==> config.mk <==
export PLATFORM = sky130hd
export DESIGN_NAME = flash_bus_arbiter
export DESIGN_NICKNAME = d
export VERILOG_FILES = /design/src/rtl/flash_arb_pkg.sv /design/src/rtl/flash_arb_timer.sv /design/src/rtl/flash_bus_arbiter.sv
export SDC_FILE = /design/constraint.sdc
export NUM_CORES = 1
export LEC_CHECK = 0
export CORE_MARGIN = 10
export CORE_UTILIZATION = 52
export DETAILED_ROUTE_END_ITERATION = 16
export PLACE_DENSITY = 0.86
export SLEW_MARGIN = 20
export SYNTH_ARGS = -nofsm -noshare
export SYNTH_HDL_FRONTEND = slang
export SYNTH_SLANG_ARGS = --single-unit
==> constraint.sdc <==
create_clock -name pfl_clk -period 6.45 [get_ports pfl_clk]
set_input_delay 0.9675 -clock pfl_clk [delete_from_list [all_inputs] [get_ports pfl_clk]]
set_output_delay 0.9675 -clock pfl_clk [all_outputs]
set_load 0.05 [all_outputs]
==> src/rtl/flash_arb_pkg.sv <==
// Shared types and default timing for the flash bus arbiter.
package flash_arb_pkg;

  localparam int CNT_W        = 8;
  localparam int DEF_T_SETUP  = 1;
  localparam int DEF_T_STROBE = 4;
  localparam int DEF_T_HOLD   = 1;
  localparam int DEF_TURN_CYC = 2;

  typedef enum logic [2:0] {
    IDLE,
    SETUP,
    STROBE,
    HOLD,
    TURN_TO_PFL,
    PFL,
    TURN_TO_HOST
  } state_t;

endpackage

==> src/rtl/flash_arb_timer.sv <==
// Loadable down-counter; holds at zero and flags terminal count.
module flash_arb_timer
  import flash_arb_pkg::*;
(
  input  logic             clk,
  input  logic             rst,
  input  logic             load,
  input  logic [CNT_W-1:0] load_val,
  output logic             zero
);

  logic [CNT_W-1:0] cnt;

  always_ff @(posedge clk or posedge rst) begin
    if (rst)
      cnt <= '0;
    else if (load)
      cnt <= load_val;
    else if (cnt != '0)
      cnt <= cnt - 1'b1;
  end

  assign zero = (cnt == '0);

endmodule

==> src/rtl/flash_bus_arbiter.sv <==
// Shares the CFI flash bus between the PFL and a host word-access port.
//
// state        | meaning
// IDLE         | host owns bus, strobes idle, arbitrating
// SETUP        | nCE/address (and write data) valid before strobe
// STROBE       | nOE or nWE low
// HOLD         | strobe released, nCE/address still held
// TURN_TO_PFL  | bus released, waiting before granting PFL
// PFL          | PFL granted, follows pfl_req
// TURN_TO_HOST | grant dropped, waiting before retaking the bus
module flash_bus_arbiter
  import flash_arb_pkg::*;
#(
  parameter int ADDR_W   = 25,
  parameter int DATA_W   = 16,
  parameter int T_SETUP  = DEF_T_SETUP,
  parameter int T_STROBE = DEF_T_STROBE,
  parameter int T_HOLD   = DEF_T_HOLD,
  parameter int TURN_CYC = DEF_TURN_CYC
)(
  input  logic              pfl_clk,
  input  logic              pfl_reset,
  input  logic              pfl_req,
  output logic              pfl_grant,
  input  logic              host_req,
  input  logic              host_we,
  input  logic [ADDR_W-1:0] host_addr,
  input  logic [DATA_W-1:0] host_wdata,
  output logic [DATA_W-1:0] host_rdata,
  output logic              host_ack,
  output logic              host_busy,
  output logic              host_owns_bus,
  output logic [ADDR_W-1:0] flash_addr,
  output logic              flash_nce,
  output logic              flash_noe,
  output logic              flash_nwe,
  output logic [DATA_W-1:0] flash_dq_out,
  output logic              flash_dq_oe,
  input  logic [DATA_W-1:0] flash_dq_in
);

  state_t state, state_next;

  logic             cnt_zero;
  logic             cnt_load;
  logic [CNT_W-1:0] cnt_val;

  logic              we_q;
  logic [ADDR_W-1:0] addr_q;
  logic [DATA_W-1:0] wdata_q;

  logic              accept;
  logic              in_acc;
  logic              acc_we;
  logic [ADDR_W-1:0] acc_addr;
  logic [DATA_W-1:0] acc_wdata;

  logic              grant_d, ack_d, busy_d, owns_d;
  logic              nce_d, noe_d, nwe_d, dq_oe_d;
  logic [ADDR_W-1:0] addr_d;
  logic [DATA_W-1:0] dq_out_d, rdata_d;

  flash_arb_timer u_timer (
    .clk      (pfl_clk),
    .rst      (pfl_reset),
    .load     (cnt_load),
    .load_val (cnt_val),
    .zero     (cnt_zero)
  );

  always_ff @(posedge pfl_clk or posedge pfl_reset) begin
    if (pfl_reset)
      state <= IDLE;
    else
      state <= state_next;
  end

  // Accept is held off during the ack cycle so a held host_req is only
  // taken as a new access in the cycle after the ack.
  always_comb begin
    state_next = state;
    case (state)
      IDLE: begin
        if (pfl_req)
          state_next = TURN_TO_PFL;
        else if (host_req && !host_ack)
          state_next = SETUP;
      end
      SETUP:        if (cnt_zero) state_next = STROBE;
      STROBE:       if (cnt_zero) state_next = HOLD;
      HOLD:         if (cnt_zero) state_next = IDLE;
      TURN_TO_PFL:  if (cnt_zero) state_next = PFL;
      PFL:          if (!pfl_req) state_next = TURN_TO_HOST;
      TURN_TO_HOST: if (cnt_zero) state_next = IDLE;
      default:      state_next = IDLE;
    endcase
  end

  always_comb begin
    cnt_load = (state_next != state);
    case (state_next)
      SETUP:        cnt_val = CNT_W'(T_SETUP - 1);
      STROBE:       cnt_val = CNT_W'(T_STROBE - 1);
      HOLD:         cnt_val = CNT_W'(T_HOLD - 1);
      TURN_TO_PFL,
      TURN_TO_HOST: cnt_val = CNT_W'(TURN_CYC - 1);
      default:      cnt_val = '0;
    endcase
  end

  always_ff @(posedge pfl_clk or posedge pfl_reset) begin
    if (pfl_reset) begin
      we_q    <= 1'b0;
      addr_q  <= '0;
      wdata_q <= '0;
    end else if (accept) begin
      we_q    <= host_we;
      addr_q  <= host_addr;
      wdata_q <= host_wdata;
    end
  end

  // Outputs are decoded from the next state so they change on the same
  // edge as the state they belong to.
  always_comb begin
    accept    = (state == IDLE) && (state_next == SETUP);
    acc_we    = accept ? host_we    : we_q;
    acc_addr  = accept ? host_addr  : addr_q;
    acc_wdata = accept ? host_wdata : wdata_q;
    in_acc    = (state_next == SETUP) || (state_next == STROBE) || (state_next == HOLD);

    nce_d     = !in_acc;
    noe_d     = !((state_next == STROBE) && !acc_we);
    nwe_d     = !((state_next == STROBE) && acc_we);
    dq_oe_d   = in_acc && acc_we;
    addr_d    = in_acc ? acc_addr : '0;
    dq_out_d  = in_acc ? acc_wdata : '0;
    ack_d     = (state == HOLD) && (state_next == IDLE);
    busy_d    = in_acc || ack_d;
    grant_d   = (state_next == PFL);
    owns_d    = (state_next == IDLE) || in_acc;
    rdata_d   = host_rdata;
    if ((state == STROBE) && (state_next == HOLD) && !we_q)
      rdata_d = flash_dq_in;
  end

  always_ff @(posedge pfl_clk or posedge pfl_reset) begin
    if (pfl_reset) begin
      pfl_grant     <= 1'b0;
      host_ack      <= 1'b0;
      host_busy     <= 1'b0;
      host_owns_bus <= 1'b1;
      flash_nce     <= 1'b1;
      flash_noe     <= 1'b1;
      flash_nwe     <= 1'b1;
      flash_dq_oe   <= 1'b0;
      flash_addr    <= '0;
      flash_dq_out  <= '0;
      host_rdata    <= '0;
    end else begin
      pfl_grant     <= grant_d;
      host_ack      <= ack_d;
      host_busy     <= busy_d;
      host_owns_bus <= owns_d;
      flash_nce     <= nce_d;
      flash_noe     <= noe_d;
      flash_nwe     <= nwe_d;
      flash_dq_oe   <= dq_oe_d;
      flash_addr    <= addr_d;
      flash_dq_out  <= dq_out_d;
      host_rdata    <= rdata_d;
    end
  end

endmodule

==> flow_summary.json <==
{
  "p_seq_share_pct": 33.7,
  "syn_inst": 318,
  "critical_path_required_ns": 6.80,
  "maxSlewViolCount": 0,
  "timing.hold.worst.class": "reg -> reg",
  "r2r-end": "flash_addr[17]",
  "hold-worst-slack_ns": 0.490,
  "max_stage_delay_ns": 0.77,
  "run_status": "completed",
  "grt_max_degree": 70,
  "drt_pass1_iterations": 6,
  "power.static_leakage_nw": 3.05,
  "swShare_pct": 36.3,
  "critical_path.slowest_cell": "sky130_fd_sc_hd__or3_2",
  "drt.antenna.violating_nets": 0,
  "setup_tns_ns": 0,
  "post_synth_cell_types": 45,
  "period_minus_slack_ns": 3.27,
  "rr_startpoint": "state[0]",
  "detail_route.drc_violations": 0,
  "post_cts.resized_instances": 0,
  "io_buffer_count": 126,
  "seqCellArea_sq_um": 2960,
  "cts.htree.levels": 4,
  "worst_pin_slew_ns": 0.868,
  "number_of_antenna_violations_at_the_first_check_in_global_routing": 0,
  "cap_violations": 0,
  "sort_of_element_at_the_end_of_the_critical_path": "register",
  "slew-limit-headroom_pct": 42.1,
  "timing.clock.skew_ns": 0.0154,
  "cts-root-to-sink-buffers": 2,
  "floorplan.initialDensity_pct": 53.8,
  "synth_area_sq_um": 4740,
  "synth_warnings": 0,
  "setup_viol_count_final": 0,
  "fmax_mhz": 306,
  "clock-sinks": 118,
  "hold_buffers": 0,
  "clk_pin_slew_ns": 0.06,
  "gp_routability_congestion": 0.842,
  "tritoncts": "done",
  "place.detailed.hpwl_mm": 7.51,
  "layoutNonFillerInstCount": 570,
  "drtIter0Drc": 93,
  "p_switching_mw": 1.24,
  "overflow": 0,
  "multi_input_comb_area_sq_um": 1620,
  "fp-row-count": 34,
  "power_share_of_the_combinational_group_pct": 39.5,
  "worst_path_fanout_max": 22,
  "instance_count_after_placement_with_tap_cells_included": 538,
  "layout-drive-gt1-share_pct": 22.5,
  "global_route.usage.total_pct": 17.1,
  "area_of_the_core_sq_um": 8810,
  "drt-vias-per-instance": 5.07,
  "power_mw": 3.42,
  "p_clk_share_pct": 26.8,
  "fin_nets": 513,
  "cell_internal_pwr_mw": 2.18,
  "worst_hold_path.num_cells": 1,
  "wl_per_cell_um": 19.3,
  "first_global_vias": 3122,
  "grt_use_met1_pct": 20.7,
  "antenna-diode-count": 0,
  "layout-area-overhead-vs-synth_pct": 39.4,
  "timing.hold.worst_endpoint": "addr_q[6]",
  "ff2ff_path_depth": 5,
  "clock_latency_ns": 0.51,
  "final.period_utilization_pct": 50.6,
  "max-vdd-ir-drop_mv": 0.470,
  "crit_type": "in -> reg",
  "syn_nets": 382,
  "timing_hold_violations_final": 0,
  "postLayoutCoreUtil_pct": 75.0,
  "setup_repair_after_global_routing_missed_its_margin": "no",
  "grt_first_pass_wirelength_mm": 17.5,
  "routed_wl_mm": 11.0,
  "clock_tree.root_cell": "sky130_fd_sc_hd__clkbuf_8",
  "synth_enable_flop_cells": 0,
  "die_w_um": 115,
  "numCtsBuffers": 17,
  "avgSynthCellArea_sq_um": 14.9,
  "async_flop_share_pct": 100,
  "synth-seq-cells": 118,
  "layout.filler_cells": 552,
  "rrSetupSlack_ns": 3.63,
  "grt.busiest_layer": "met2",
  "die_h_um": 115,
  "ioPinCount": 127,
  "grtUsageMet2_pct": 27.9,
  "cp_data_arrival_time_ns": 3.62,
  "dominantRegCellSynth": "sky130_fd_sc_hd__dfrtp_1",
  "synth_seq_area_share_pct": 62.4,
  "timing.critical_path.cells": "clkdlybuf4s50_1 -> or3b_1 -> or3_2 -> buf_4 -> mux2_4 -> nor2b_1",
  "power_per_cell_area_nw_per_um2": 517,
  "startpoint_type": "primary input",
  "die_area_sq_um": 13300,
  "hold_path.startpoint": "addr_q[6]",
  "global_route.usage.met3_pct": 5.27,
  "vias": 2890,
  "post_cts.repair.setup_buffers": 0
}
## cell usage after synthesis (3+ instances only)
library cell               instances  area (sq um)
sky130_fd_sc_hd__nand2_1           9          33.8
sky130_fd_sc_hd__buf_6             7          78.8
sky130_fd_sc_hd__mux2_4           49           736
sky130_fd_sc_hd__nor2_1           10          37.5
sky130_fd_sc_hd__o211ai_1          4          30.0
sky130_fd_sc_hd__nor2b_1          44           275
sky130_fd_sc_hd__mux2i_1           3          30.0
sky130_fd_sc_hd__o21ai_0           6          30.0
sky130_fd_sc_hd__or3_1             3          18.8
sky130_fd_sc_hd__clkbuf_1          3          11.3
sky130_fd_sc_hd__a21oi_1           6          30.0
sky130_fd_sc_hd__mux2_2            8          90.1
sky130_fd_sc_hd__dfstp_2           4           105
sky130_fd_sc_hd__nand2b_1          3          18.8
sky130_fd_sc_hd__dfrtp_1         114          2850
sky130_fd_sc_hd__inv_1             6          22.5
sky130_fd_sc_hd__buf_2             5          25.0
sky130_fd_sc_hd__xor2_1            3          26.3
## state kept, by name, summed over array words and instances (netlist names), 3 cells and up
| register | flops |
|---|---|
| flash_addr | 25 |
| wdata_q | 16 |
| u_timer.cnt | 8 |
| addr_q | 25 |
| state | 3 |
| flash_dq_out | 16 |
| host_rdata | 16 |
## stage by stage
stage	cell area, sq um	setup WS (ns)
6_report	6610	3.18
5_1_grt	6610	3.10
4_1_cts	6610	3.22
3_5_place_dp	6020	2.69
3_3_place_gp	6020	2.79
2_1_floorplan	4740	2.36
## worst max-delay path: cells and delay by family
family | cells | cell delay [ns]
simple gates | 3 | 1.35
buf+inv | 2 | 0.93
mux | 1 | 0.35
## layout by cell type (no fill, tap or decap), types with 2 or more instances in the layout
master,instances
sky130_fd_sc_hd__clkbuf_16,16
sky130_fd_sc_hd__bufinv_16,2
sky130_fd_sc_hd__dfstp_2,4
sky130_fd_sc_hd__nand2b_1,3
sky130_fd_sc_hd__clkdlybuf4s50_1,126
sky130_fd_sc_hd__or3_1,2
sky130_fd_sc_hd__nand2_1,9
sky130_fd_sc_hd__mux2i_1,3
sky130_fd_sc_hd__mux2_4,49
sky130_fd_sc_hd__ha_1,2
sky130_fd_sc_hd__clkinvlp_4,3
sky130_fd_sc_hd__o21ai_0,6
sky130_fd_sc_hd__a22oi_1,2
sky130_fd_sc_hd__dfrtp_1,114
sky130_fd_sc_hd__o211ai_1,4
sky130_fd_sc_hd__inv_6,4
sky130_fd_sc_hd__nor2_1,10
sky130_fd_sc_hd__buf_4,2
sky130_fd_sc_hd__clkinv_2,2
sky130_fd_sc_hd__xor2_1,3
sky130_fd_sc_hd__nor2b_1,44
sky130_fd_sc_hd__a21oi_1,6
sky130_fd_sc_hd__mux2_2,8
sky130_fd_sc_hd__inv_1,5
sky130_fd_sc_hd__xnor2_1,2
sky130_fd_sc_hd__clkinv_4,2
sky130_fd_sc_hd__nor3_1,2
sky130_fd_sc_hd__clkbuf_8,3
## layer usage
metal	share of wire (%)	vias to the layer above	wire length, um
met5	0	-	0
met1	42	1440	4610
met3	6.2	12	678
li1	-	1341	-
met4	1.2	0	129
met2	51	97	5590
## power by group through the flow
| stage | Combinational, mW | Clock, mW | Sequential (mW) |
|---|---|---|---|
| final | 1.35 | 0.917 | 1.15 |
| after global routing | 1.43 | 0.966 | 1.18 |
| after CTS | 1.36 | 0.934 | 1.15 |
| after detailed placement | 1.35 | 0 | 1.15 |
| after global placement | 1.31 | 0 | 1.15 |
| after floorplan | 0.603 | 0 | 1.51 |
## worst max path at each step
stage              start              end  slack, ns  cells past startpoint
2_1_floorplan  pfl_reset        addr_q[0]       2.36                      1
3_3_place_gp     pfl_req  flash_dq_out[2]       2.79                      6
3_5_place_dp     pfl_req   flash_addr[17]       2.69                      6
4_1_cts          pfl_req   flash_addr[17]       3.22                      6
5_1_grt          pfl_req   flash_addr[11]       3.10                      6
6_report         pfl_req   flash_addr[17]       3.18                      6
## area by class of cell
cell class / count / area share [%]
clock buffers: 19 / 6.68
clock inverters: 13 / 2.20
inverters: 7 / 0.436
multi-input cells: 177 / 24.6
flip-flops and latches: 118 / 44.8
well taps: 108 / 2.05
repair buffers: 128 / 19.3
## kinds of logic (layout without fill, tap and decap cells)
group	count (synthesis)	after routing	share of synthesized area [%]
flops	118	118	62.4
buf+inv	23	167	3.40
simple gates	83	83	10.8
compound gates	26	26	3.64
xor+xnor	5	5	0.924
mux	60	60	18.1
fa+ha+maj	3	3	0.739
Note: power is estimated with default switching activity, not from simulation.
==> patch 1, RTL diff (same settings) <==
`flash_addr` no longer has a reset.
--- a/src/rtl/flash_bus_arbiter.sv
+++ b/src/rtl/flash_bus_arbiter.sv
@@ -156,3 +156,2 @@
       flash_dq_oe   <= 1'b0;
-      flash_addr    <= '0;
       flash_dq_out  <= '0;
@@ -168,3 +167,2 @@
       flash_dq_oe   <= dq_oe_d;
-      flash_addr    <= addr_d;
       flash_dq_out  <= dq_out_d;
@@ -174,2 +172,6 @@
 
+  always_ff @(posedge pfl_clk) begin
+    flash_addr <= addr_d;
+  end
+
 endmodule
Formal check against the unedited RTL: not equivalent (a bounded check fails within 4 cycles, from zero or initial values and one cycle with pfl_reset high).
==> patch 1 against the unedited design <==
First-iteration DRC count increased by 42%. Synthesized cell count down 1.9%. Cell area is 1.2% lower. Sequential cell count is the same. Non-clock buffer count up 1. Register-to-register slack better by 400 ps. Highest routed layer unchanged. Count of clock-buffer cells in the layout fell by 2. Total power fell by 3.9%. Area after synthesis is 2.0% lower. Critical path type unchanged. Fmax grew 15%. Setup slack improved by 430 ps. Wire length fell by 2.8%. Global-route usage shrank 0.38 points. Sequential share of layout area shrank 1.4 points.
==> patch 1: results <==
[finish]
final_nets = 511
finalNonFillerCells = 568
diodes = 0
drive_gt1_share_pct = 25.4

[yosys]
yosysTopAreaCellShare_pct = 47.9
ys_top_cells_by_count = "dfrtp_1, mux2_4, nor2b_1"
synth_cell_types = 53
synthTopCellsByArea = "dfrtp_1, mux2_4, dfxtp_1"
syn_nets = 376
synth.yosys.seq_area_share_pct = 60.9
synthArstFlopShare_pct = 78.8
syn_avg_cell_area_um2 = 14.9

[power_and_ir_drop]
powerDensity_mw_per_mm2 = 503
leakage_nw = 2.92
pwr.group.clock_mw = 0.871
swShare_pct = 36.1
ir_drop_mv = 0.282

[global_routing]
met2_usage_pct = 27.3
antenna_found_initial = 0
grt_pass1_wl_mm = 17.3
grt_max_degree = 51
grt_use_total_pct = 16.7
grt_util_met1_pct = 20.0
grt_pass1_vias = 3133
gr-usage-met3_pct = 6.76

[timing]
max_slew_margin_pct = 46.9
hold_viol = 0
skew_ps = 10.2

[placement]
place_ws_ps = 3150
place_congestion = 0.833
dp_cells = 536
hpwlAfterDp_mm = 7.19
placed_cell_area_mm2 = 0.00597
io_buffers = 126

[critical_path]
reg2regPathDepth = 6
rr_startpoint = "u_timer.cnt[0]$_DFFE_PP0P_"
cp_data_arrival_time_ps = 3190
worstSetupStartpoint = "pfl_req"
reg2reg_to = "host_rdata[5]$_DFFE_PP0P_"
cp_max_fo = 42
rrSetupSlack_ps = 4030

[hold_path]
hold_class = "register to register"
hold_path_end = "wdata_q[0]$_DFF_PP0_"
worstHoldStart = "wdata_q[0]$_DFF_PP0_"

[outcome]
status = "complete, no violations"

[routing]
top_layer_used = "met4"
drtIter0Drc = 132
viasPerCell = 5.11
m1WireLength_mm = 4.47
dr.pass1.iters = 5
wl_met2_mm = 5.36
finalWirelength_mm = 10.7
wl_met3_um = 808
patch 1: cell count changes in the layout (fill, tap and decap cells not counted), sizes merged, moves of 2 or more:
cell | before | now
o21ai | 6 | 3
dfxtp | 0 | 25
nor3 | 3 | 1
nor2 | 10 | 8
nor2b | 44 | 42
a21boi | 0 | 2
dfrtp | 114 | 89
nand3 | 2 | 5
mux2i | 3 | 1
o211ai | 4 | 1
o31ai | 0 | 2
clkbuf | 19 | 17
patch 1: cells by family (layout without fill, tap and decap cells):
kind of cell               count (synthesis)  count (layout)  share of synthesized area (%)
AOI/OAI and AO/OA                         26              26                           3.85
adders and majority gates                  3               3                          0.754
xor gates and xnor gates                   4               4                          0.754
and+or+nand+nor                           83              83                           12.8
buffers and inverters                     19             167                           2.72
muxes                                     59              59                           18.2
DFF                                      118             118                           60.9
patch 1: metrics by stage:
step | utilization, % | hold slack [ps]
4_1_cts | 74.9 | 494
2_1_floorplan | - | 464
3_5_place_dp | 68.5 | 475
5_1_grt | 74.9 | 501
3_3_place_gp | 68.5 | 472
6_report | 74.9 | 492
patch 1: worst max path at each step:
stage                               endpoint  slack [ps]
detailed placement  flash_addr[2]$_SDFF_PN0_        3150
global placement    flash_addr[2]$_SDFF_PN0_        3210
global route        flash_addr[8]$_SDFF_PN0_        3590
finish              flash_addr[2]$_SDFF_PN0_        3610
floorplan                addr_q[0]$_DFF_PP0_        3070
CTS                            host_owns_bus        3600
patch 1: final cells by class:
class,instances,area [µm²]
fillers,524,2190
clock inverters,15,143
well taps,108,135
flip-flops and latches,118,2830
repair buffers,129,1280
multi-input cells,175,1700
clock buffers,17,414
inverters,6,23.8
patch 1: critical path: stages:
cell and delay, ps:
clkdlybuf4s50_1 540, or3b_1 450, or2_2 280, buf_4 350
mux2_4 410, nor2b_1 140
==> patch 2, RTL diff (config.mk and constraints unchanged) <==
Without the edit above. Change the package constant `CNT_W` from 8 to 12.
--- a/src/rtl/flash_arb_pkg.sv
+++ b/src/rtl/flash_arb_pkg.sv
@@ -3,3 +3,3 @@
 
-  localparam int CNT_W        = 8;
+  localparam int CNT_W        = 12;
   localparam int DEF_T_SETUP  = 1;
Formal check against the unedited RTL: same outputs for any inputs over 10 cycles, from zero or initial values and one cycle with pfl_reset high; that may be too few to reach the edited logic, so the function may still have changed.
==> patch 2 against the unedited design <==
Sequential cell count rose by 4. Count of clock-buffer cells in the layout rose by 1. Wire length fell by 1.2%. First-iteration DRC count rose by 45%. Area after synthesis fell by 1.1%. Global-route usage fell by 0.42 points. Cell area rose by 1.3%. Core utilization rose by 1.3 points. Setup slack improved by 440 ps. Clock skew fell by 8.6 ps. Critical path type is now register to register.
Power is not compared: it rests on default switching activity, and its combinational part moved more than twofold at a synthesized area within 25%.
==> patch 2: results <==
[global_routing]
gr-usage-met3_pct = 6.98
grt_use_total_pct = 16.7
grt_pass1_vias = 3392
met2_usage_pct = 29.0
grt_max_degree = 66
grt_util_met1_pct = 17.8
grt_pass1_wl_mm = 17.3

[placement]
place_congestion = 0.839
place_ws_ps = 3060
hpwlAfterDp_mm = 7.31
placed_cell_area_mm2 = 0.00605
dp_cells = 554

[timing]
skew_ps = 6.74
fin_ws_ps = 3630
tightest_slew_ps = 908
hold_slack_ps = 486

[routing]
dr.pass1.iters = 4
viasPerCell = 5.20
drtIter0Drc = 135
finalWirelength_mm = 10.9
wl_per_cell_um = 18.6

[critical_path]
reg2regPathDepth = 6
cp_max_fo = 16
reg2reg_to = "host_rdata[6]$_DFFE_PP0P_"
worstSetupStartpoint = "u_timer.cnt[0]$_DFFE_PP0P_"
cp_data_arrival_time_ps = 3210
crit_path_end_kind = "register"

[yosys]
synthArstFlopShare_pct = 100
ys_top_cells_by_count = "dfrtp_1, mux2_2, nor2b_1"
synth_fa_ha_area_share_pct = 0.267
syn_avg_cell_area_um2 = 14.0
synth_xor_area_share_pct = 1.12
synth_compound_area_share_pct = 3.58
synth.yosys.seq_area_share_pct = 65.2
syn_nets = 397
synth_cell_types = 42
synthTopCellsByArea = "dfrtp_1, mux2_2, nor2b_1"
synthMuxAreaShare_pct = 15.6

[finish]
final_nets = 528
drive_gt1_share_pct = 20.9

[power_and_ir_drop]
ir_drop_mv = 0.248
power_mw = 2.72
leakage_nw = 3.06

[outcome]
status = "complete, no violations"

[hold_path]
hold_path_end = "addr_q[18]$_DFF_PP0_"
worstHoldStart = "addr_q[18]$_DFF_PP0_"

[cts]
cts.clk_slew.worst_paths_ps = 60
cts_setup_buffers = 0

[floorplanning]
die_w_um = 115
patch 2: cell types whose count changed after synthesis, moves of 4 or more:
cell	unedited run	this run
a21oi_1	6	10
o21ai_0	6	2
o211ai_1	4	0
buf_2	5	10
mux2_4	49	10
mux2_2	8	47
nor3_1	2	7
dfrtp_1	114	118
nor2_1	10	20
buf_6	7	1
patch 2: layout make-up:
cell class	count	area [µm²]
Timing Repair Buffer	128	1300
Sequential cell	122	3060
Multi-Input combinational cell	189	1530
Fill cell	546	2070
Inverter	7	28.8
Tap cell	108	135
Clock buffer	20	445
Clock inverter	12	194
patch 2: metal layers:
metal / part of all wire, % / wire [µm]
met3: 7.3 / 791
met2: 52 / 5630
met1: 40 / 4320
met5: 0 / 0
met4: 1.3 / 136
patch 2: worst max-delay path: stages (launching register included):
cell and delay [ps]:
dfrtp_1 420, inv_1 70, ha_1 220, nor4b_1 530, and3b_1 600, nand4b_4 430
mux2_4 420
